===== src/rtl/duty_pkg.sv =====
// Shared types and constants for the duty-cycle measurement sequencer.
package duty_pkg;

    typedef enum logic [2:0] {
        IDLE    = 3'd0,
        ARM     = 3'd1,
        DISCARD = 3'd2,
        ACC     = 3'd3,
        DONE    = 3'd4
    } state_t;

    localparam logic [1:0] ERR_OK  = 2'd0;
    localparam logic [1:0] ERR_TO  = 2'd1;
    localparam logic [1:0] ERR_BAD = 2'd2;

    localparam int T_MIN_DEF   = 20;
    localparam int TIMEOUT_DEF = 2000;

endpackage


===== src/rtl/meas_timeout.sv =====
// Watchdog counter: runs while the core should be producing results and is
// kicked back to zero by every core result.
module meas_timeout
    import duty_pkg::*;
#(
    parameter int TO_W    = 12,
    parameter int TIMEOUT = TIMEOUT_DEF
) (
    input  logic c0,
    input  logic rst_n,
    input  logic run,
    input  logic kick,
    output logic expired
);

    localparam logic [TO_W-1:0] LIMIT = TO_W'(TIMEOUT);

    logic [TO_W-1:0] cnt;

    // NOTE: sequential state is written with non-blocking assignments only, so
    // every register samples the pre-edge values of its neighbours.
    always_ff @(posedge c0) begin
        if (!rst_n) begin
            cnt <= '0;
        end else if (!run || kick) begin
            cnt <= '0;
        end else if (!expired) begin
            cnt <= cnt + 1'b1;
        end
    end

    assign expired = (cnt >= LIMIT);

endmodule


===== src/rtl/duty_meas_ctrl.sv =====
// Sequencer for the duty-cycle measurement core: arm, drop the partial first
// period, average N periods and hand one record to the readout side.
module duty_meas_ctrl
    import duty_pkg::*;
#(
    parameter int W       = 10,
    parameter int LOG2N   = 3,
    parameter int TO_W    = 12,
    parameter int TIMEOUT = TIMEOUT_DEF,
    parameter int T_MIN   = T_MIN_DEF
) (
    input  logic         c0,
    input  logic         rst_n,
    input  logic         start,
    input  logic         cont,
    output logic         core_clr,
    output logic         core_en,
    input  logic         core_valid,
    input  logic [W-1:0] core_th,
    input  logic [W-1:0] core_t,
    output logic         res_valid,
    input  logic         res_ready,
    output logic [W-1:0] res_th,
    output logic [W-1:0] res_t,
    output logic [1:0]   res_err,
    output logic         busy
);

    localparam int             SW    = W + LOG2N;
    localparam logic [LOG2N:0] LAST  = (LOG2N+1)'((1 << LOG2N) - 1);
    localparam logic [W-1:0]   T_LIM = W'(T_MIN);

    state_t          state, state_nxt;
    logic [SW-1:0]   sum_th, sum_t, sum_th_nxt, sum_t_nxt;
    logic [LOG2N:0]  n_cnt;
    logic            bad, bad_nxt, sample_bad;
    logic            take, to_hit, done_entry;
    logic            run, expired;

    assign run = (state == DISCARD) || (state == ACC);

    meas_timeout #(
        .TO_W    (TO_W),
        .TIMEOUT (TIMEOUT)
    ) u_timeout (
        .c0      (c0),
        .rst_n   (rst_n),
        .run     (run),
        .kick    (core_valid),
        .expired (expired)
    );

    assign sample_bad = (core_th >= core_t) || (core_t < T_LIM);
    assign bad_nxt    = bad | sample_bad;
    assign sum_th_nxt = sum_th + SW'(core_th);
    assign sum_t_nxt  = sum_t + SW'(core_t);

    // NOTE: every signal driven here gets a default first, so no path through
    // the case statement can leave one unassigned and infer a latch.
    always_comb begin
        state_nxt = state;
        take      = 1'b0;
        to_hit    = 1'b0;
        unique case (state)
            IDLE:    if (start) state_nxt = ARM;
            ARM:     state_nxt = DISCARD;
            DISCARD: begin
                if (expired) begin
                    to_hit    = 1'b1;
                    state_nxt = DONE;
                end else if (core_valid) begin
                    state_nxt = ACC;
                end
            end
            ACC: begin
                // Timeout wins over a sample that would complete the record.
                if (expired) begin
                    to_hit    = 1'b1;
                    state_nxt = DONE;
                end else if (core_valid) begin
                    take = 1'b1;
                    if (n_cnt == LAST) state_nxt = DONE;
                end
            end
            DONE:    if (res_ready) state_nxt = cont ? ARM : IDLE;
            default: state_nxt = IDLE;
        endcase
    end

    assign done_entry = (state != DONE) && (state_nxt == DONE);

    always_ff @(posedge c0) begin
        if (!rst_n) begin
            state     <= IDLE;
            sum_th    <= '0;
            sum_t     <= '0;
            n_cnt     <= '0;
            bad       <= 1'b0;
            res_valid <= 1'b0;
            res_th    <= '0;
            res_t     <= '0;
            res_err   <= ERR_OK;
        end else begin
            state <= state_nxt;

            if (state == ARM) begin
                sum_th <= '0;
                sum_t  <= '0;
                n_cnt  <= '0;
                bad    <= 1'b0;
            end else if (take) begin
                sum_th <= sum_th_nxt;
                sum_t  <= sum_t_nxt;
                n_cnt  <= n_cnt + 1'b1;
                bad    <= bad_nxt;
            end

            // The record is built from the "next" sums so the Nth sample is
            // included without an extra cycle of latency.
            if (done_entry) begin
                res_valid <= 1'b1;
                if (to_hit) begin
                    res_th  <= '0;
                    res_t   <= '0;
                    res_err <= ERR_TO;
                end else begin
                    res_th  <= W'(sum_th_nxt >> LOG2N);
                    res_t   <= W'(sum_t_nxt >> LOG2N);
                    res_err <= bad_nxt ? ERR_BAD : ERR_OK;
                end
            end else if ((state == DONE) && res_ready) begin
                res_valid <= 1'b0;
            end
        end
    end

    assign core_clr = (state == ARM);
    assign core_en  = run;
    assign busy     = (state != IDLE);

endmodule


===== config.mk =====
export PLATFORM = sky130hd
export DESIGN_NAME = duty_meas_ctrl
export DESIGN_NICKNAME = d
export VERILOG_FILES = /design/src/rtl/duty_pkg.sv /design/src/rtl/meas_timeout.sv /design/src/rtl/duty_meas_ctrl.sv
export SDC_FILE = /design/constraint.sdc
export NUM_CORES = 1
export LEC_CHECK = 0
export ABC_AREA = 1
export BUFFER_PORTS_ARGS = -buffer_cell sky130_fd_sc_hd__buf_4
export CORE_MARGIN = 3
export CORE_UTILIZATION = 60
export DETAILED_ROUTE_END_ITERATION = 10
export GPL_TIMING_DRIVEN = 0
export PLACE_DENSITY = 0.85
export SETUP_SLACK_MARGIN = 0.2
export SLEW_MARGIN = 30
export SYNTH_ARGS = -nofsm -noshare
export SYNTH_HDL_FRONTEND = slang
export SYNTH_SLANG_ARGS = --single-unit

===== constraint.sdc =====
create_clock -name c0 -period 3 [get_ports c0]
set_input_delay 0.6 -clock c0 [delete_from_list [all_inputs] [get_ports c0]]
set_output_delay 0.6 -clock c0 [all_outputs]
set_load 0.005 [all_outputs]

* Yosys cells after proc, flatten, opt, wreduce, memory -nomap -nowiden *
Index checks and enable logic that the tools add are counted.

operators by class
  reduce and logical (&&, ||, !) cells = 12
  muxes and demuxes = 20
  add/subtract/negate cells = 4
  $lt $le $gt $ge = 3
  equality and inequality tests = 7
  bitwise gates (word level) = 2

operators with widths
  kind                                                                  number
  adder 13 x 10 -> 13 bit                                               2
  two-way mux 3 bit                                                     7
  two-way mux 10 bit                                                    2
  case mux 3 bit (5 select lines)                                       1
  adder 12 x 1 -> 12 bit (second input constant)                        1
  greater-or-equal comparator 12 x 11 -> 1 bit (second input constant)  1
  greater-or-equal comparator 10 bit                                    1
  < comparator 10 x 5 -> 1 bit (second input constant)                  1
  two-way mux 1 bit                                                     8
  == test 3 x 2 -> 1 bit (second input constant)                        2
  == test 3 bit (second input constant)                                 2
  OR reduction 2 bit                                                    3
  adder 4 x 1 -> 4 bit (second input constant)                          1
  == test 4 x 3 -> 1 bit (second input constant)                        1
  two-way mux 2 bit                                                     2
  == test 3 x 1 -> 1 bit (second input constant)                        1
  zero test 3 bit                                                       1
  logical OR 1 bit                                                      3
  != test 3 bit (second input constant)                                 1
  nonzero test 3 bit                                                    1
  logical AND 1 bit                                                     2
  nonzero test 2 bit                                                    1
  zero test 1 bit                                                       1
  inverter 1 bit                                                        1
  bitwise OR 1 bit                                                      1

word-level totals
  input port bits = 26
  word-level logic and storage cells = 58
  flip-flop bits (word level) = 69
  output and inout port bits = 26

* Depth between registers and ports, before layout *
  word-level depth = 8
  gate-level depth with buffers = 14
  depth with buffers taken out = 14

* Hierarchy *
Synthesis repeated with hierarchy kept, for this count alone.

unflattened totals
  cell total of the unflattened synthesis = 635
  area total of the unflattened synthesis = 4226.6 µm²

modules (own cells, without submodules)
  module          seq. area each (µm²)  area an instance (µm²)  cells an instance  times used
  duty_meas_ctrl  1141.1                3547.2                  539                1
  meas_timeout    240.2                 679.4                   96                 1

* Worst setup path before layout *
No wires, ideal clock.

  path type = input to register
  start = in core_t[0]
  end = reg res_t[5]
  stages on the path = 11
  library setup time = 0.070 ns
  buffers on the path = 0
  slack = 0.990 ns
  arrival = 1.939 ns
  data required time = 2.930 ns
  path through = ha_1 inv_1 fa_1 inv_1 nand3_1 nand3_1 nand2_1 nand2_1 xor2_1 nand3_1 a21oi_1

between the ends
  longest elaborated chain between the ends = 2

RTL lines
  item                     RTL line               source
  from (decl)              duty_meas_ctrl.sv:20   input logic [W-1:0] core_t,
  adder 13 x 10 -> 13 bit  duty_meas_ctrl.sv:56   assign sum_t_nxt = sum_t + SW'(core_t);
  two-way mux 10 bit       duty_meas_ctrl.sv:122  if (to_hit) begin
  to (signal assigned)     duty_meas_ctrl.sv:128  res_t <= W'(sum_t_nxt >> LOG2N);
  to (decl)                duty_meas_ctrl.sv:24   output logic [W-1:0] res_t,

No other way between the ends.
A chain may end at the register's enable or synchronous reset.

* Worst setup path after layout *
  start = reg sum_t[0]
  end = reg res_t[5]

between the ends
  longest elaborated chain between the ends = 2

RTL lines
  item                     RTL line               source
  from (decl)              duty_meas_ctrl.sv:34   logic [SW-1:0] sum_th, sum_t, sum_th_nxt, sum_t_nxt;
  from (signal assigned)   duty_meas_ctrl.sv:113  sum_t <= sum_t_nxt;
  adder 13 x 10 -> 13 bit  duty_meas_ctrl.sv:56
  two-way mux 10 bit       duty_meas_ctrl.sv:122

No other way between the ends.

==> impl_results.md <==
- Placed standard-cell area: between 4000 and 5000 sq um
- Unique cell type count in the Yosys netlist: 31
- Number of top-level pins: between 50 and 60
- Pwr Density: around 400 nW/um^2
- Worst hold stages: 1
- Row Count: 30
- Clock transition at the registers of the reported paths: around 0.080 ns
- Per-cell via count in the routed design: 5.39
- Logic depth of the worst register-to-register path: 11
- Storage cell area: 1380 sq um
- Ant. Diodes: 0
- CTS resizes: 0
- Proportion of layout cells with a drive suffix above 1: 0.123
- Number of buffers inserted during clock tree synthesis: 9
- Tot GR Track Use: 0.279
- Post-synthesis cell area: 4350 sq um
- Initial standard-cell utilization of the core: 0.630
- Run status: finished clean
- Sequential power share: 0.455
- Pins over their slew limit: 0
- Kind of end point of the critical path: flop
- Slew at the pin closest to its max-slew limit: roughly 0.57 ns
- Part of the power in the clock network: 0.431
- Post-DP HPWL: between 8 and 9 mm
- Number of max-cap violations: 0
- Worst flop-to-flop path startpoint: sum_t[0]
- GR Overflow Total: 0
- Setup tns final: 0 ns
- Min Clock Period, post-route: 2.06 ns
- Layout Utilization: 0.737
- Die area: 8310 sq um
- Total area of multi-input combinational cells: between 2000 and 2500 sq um
- Post-Synthesis Mean Instance Area: 6.58 sq um
- Ratio of final minimum period to clock period: 0.687
- Leakage: ~2.5 nW
- Sequential fraction of the synthesis area: 0.317
- Fmax: 485 MHz
- Total power of the final layout: between 2 and 2.5 mW
- Startpoint of the tightest hold check path: n_cnt[3]
- Total of hold buffers inserted after clock tree synthesis: 0
- Worst min-delay path class: reg2reg
- Drt wl/cell: about 14 um
- Number of search-and-repair iterations in the first detailed-routing pass: 5
- Number of synthesized register bits: 69
- Skew-Pair Late Insertion Delay: 0.36 ns
- Post-route clock skew: about 0.016 ns
- Fin. Hold Viols: 0
- Area of the placeable core: 6910 sq um
- Post-route cell area: between 5000 and 6000 sq um
- Initial antenna violation count: 0
- Number of H-tree levels: 3
- CP startpoint kind: flop
- Worst Hold Margin: 0.464 ns
- Post-Synthesis Net Count: between 700 and 800
- Largest net degree at the start of global routing: 15
- Wire length reported by the detailed router: roughly 11 mm
- Number of port buffers: 51
- Switch share: 0.271
- Most common cell after layout, fill and taps aside: nand2_1
- Relative area change from synthesis to final layout: 16.9%
- Routability congestion estimate from global placement: a little over 0.9
- Cell at the root of the clock tree: clkbuf_8
- Capture endpoint of the worst hold path: n_cnt[3]
- Post-synth ARST share: 0
- Antenna-violating nets left: 0
- R2r endpoint: res_t[5]
- Vias after detailed routing: between 4k and 5k
- Width of the die: around 90 um
- Clock Tree Buf Depth: 2
- Yosys warns: 0
- Number of enable-type register cells in the synthesized netlist: 0
- DRC marker count from the first detailed-route iteration: 264
- Residual DRC count: 0
- Final setup violation count: 0
- Number of instances in the synthesized netlist: about 660
- Max transition margin: 0.619
- Most frequently used flop master after synthesis: dfxtp_1
- Arrival time at the worst endpoint: 2.35 ns
- R2R Setup Slk: 0.94 ns
- # fillers: 589
- Die Height: ~91 um
- Number of nets in the layout: 785
- Power Internal: roughly 1.5 mW
- Comb power frac: 0.114
- Data required time of the worst path: roughly 3.3 ns
- Top library cells by usage in the layout, fill and taps aside: nand2_1 (191), inv_1 (102), dfxtp_1 (69)
- Biggest fanout along the worst timing path: 3
- CTS sink cnt: between 60 and 70
- Post-CTS repair timing setup buffer count: 0
- Number of global-route vias before repair: 4187
- CTS tree: yes
- Switching pwr: 0.553 mW
- Setup repair after global routing missed its margin: no
- Crit Path Category: reg2reg
- First-pass GRT wire length: approximately 19 mm
- Peak ir drop on the vdd network: between 0.2 and 0.3 mV
worst max-delay path: stages (launching register included):
cell	delay (ns)
dfxtp_1	0.33
ha_1	0.22
inv_1	0.07
fa_1	0.40
inv_1	0.12
nand3_1	0.08
nand3_1	0.13
nand2_1	0.07
nand2_1	0.07
xor2_1	0.25
nand3_1	0.12
a21oi_1	0.14
sequential cells by signal, summed over array words and instances, names as in the netlist:
signal	flops
res_t	10
u_timeout.cnt	12
bad	1
sum_th	13
res_th	10
n_cnt	4
res_valid	1
res_err	2
state	3
sum_t	13
power groups by stage:
| stage | registers [mW] | clock network [mW] | logic, mW |
|---|---|---|---|
| 6_report | 0.929 | 0.880 | 0.233 |
| 5_1_grt | 0.929 | 0.916 | 0.262 |
| 4_1_cts | 0.929 | 0.882 | 0.229 |
| 3_5_place_dp | 0.950 | 0 | 0.227 |
| 3_3_place_gp | 0.950 | 0 | 0.220 |
| 2_1_floorplan | 0.949 | 0 | 0.140 |
routing by layer:
layer / track usage / vias up / routed length (um)
li1: - / 2255 / -
met1: 0.354 / 2002 / 4790
met2: 0.467 / 169 / 5510
met3: 0.0497 / 19 / 794
met4: 0.111 / 0 / 243
met5: 0 / - / 0
cells by family after synthesis:
kind of cell | synth area share
AOI/OAI and AO/OA | 0.126
xor gates and xnor gates | 0.0282
adders and majority gates | 0.104
buffers and inverters | 0.114
DFF | 0.317
and+or+nand+nor | 0.311
layout make-up:
cell class	instances	share of cell area
multi-input cells	472	0.488
clock inverters	7	0.0202
inverters	107	0.0789
clock buffers	9	0.0243
well taps	96	0.0236
plain buffers	14	0.0184
flip-flops and latches	69	0.272
repair buffers	51	0.0753
synthesized netlist by cell type (2+ instances only):
master      n  area (sq um)
xnor2_1     4          35.0
xor2_1     10          87.6
nand2_1   191           717
nor3_1      9          45.0
a21oi_4     2          32.5
buf_4       2          15.0
nand3_1    58           290
o21ai_0    17          85.1
inv_1     102           383
inv_2       5          18.8
buf_2       3          15.0
fa_1        2          40.0
nor2_2      2          12.5
a31oi_1     2          12.5
clkbuf_1    5          18.8
o21ai_1    11          55.1
ha_1       33           413
nand4_1    10          62.6
dfxtp_1    69          1380
a21oi_1    63           315
nor2_1     46           173
nand2_2     2          12.5
buf_6       4          45.0
o21a_1      3          22.5
through the flow:
stage | cells | setup WS (ns)
after floorplan | 662 | 0.990
after CTS | 825 | 0.949
final | 825 | 0.939
after global placement | 809 | 0.644
after global routing | 825 | 0.727
after detailed placement | 809 | 0.590
worst max-delay path by stage:
stage | startpoint | endpoint | cells past startpoint
detailed placement | core_t[0] | res_t[5] | 12
global placement | core_t[0] | res_t[5] | 12
CTS | sum_t[0] | res_t[5] | 11
floorplan | core_t[0] | res_t[5] | 11
finish | sum_t[0] | res_t[5] | 11
global route | sum_t[0] | res_t[5] | 11
Note: power is estimated with default switching activity, not from simulation.
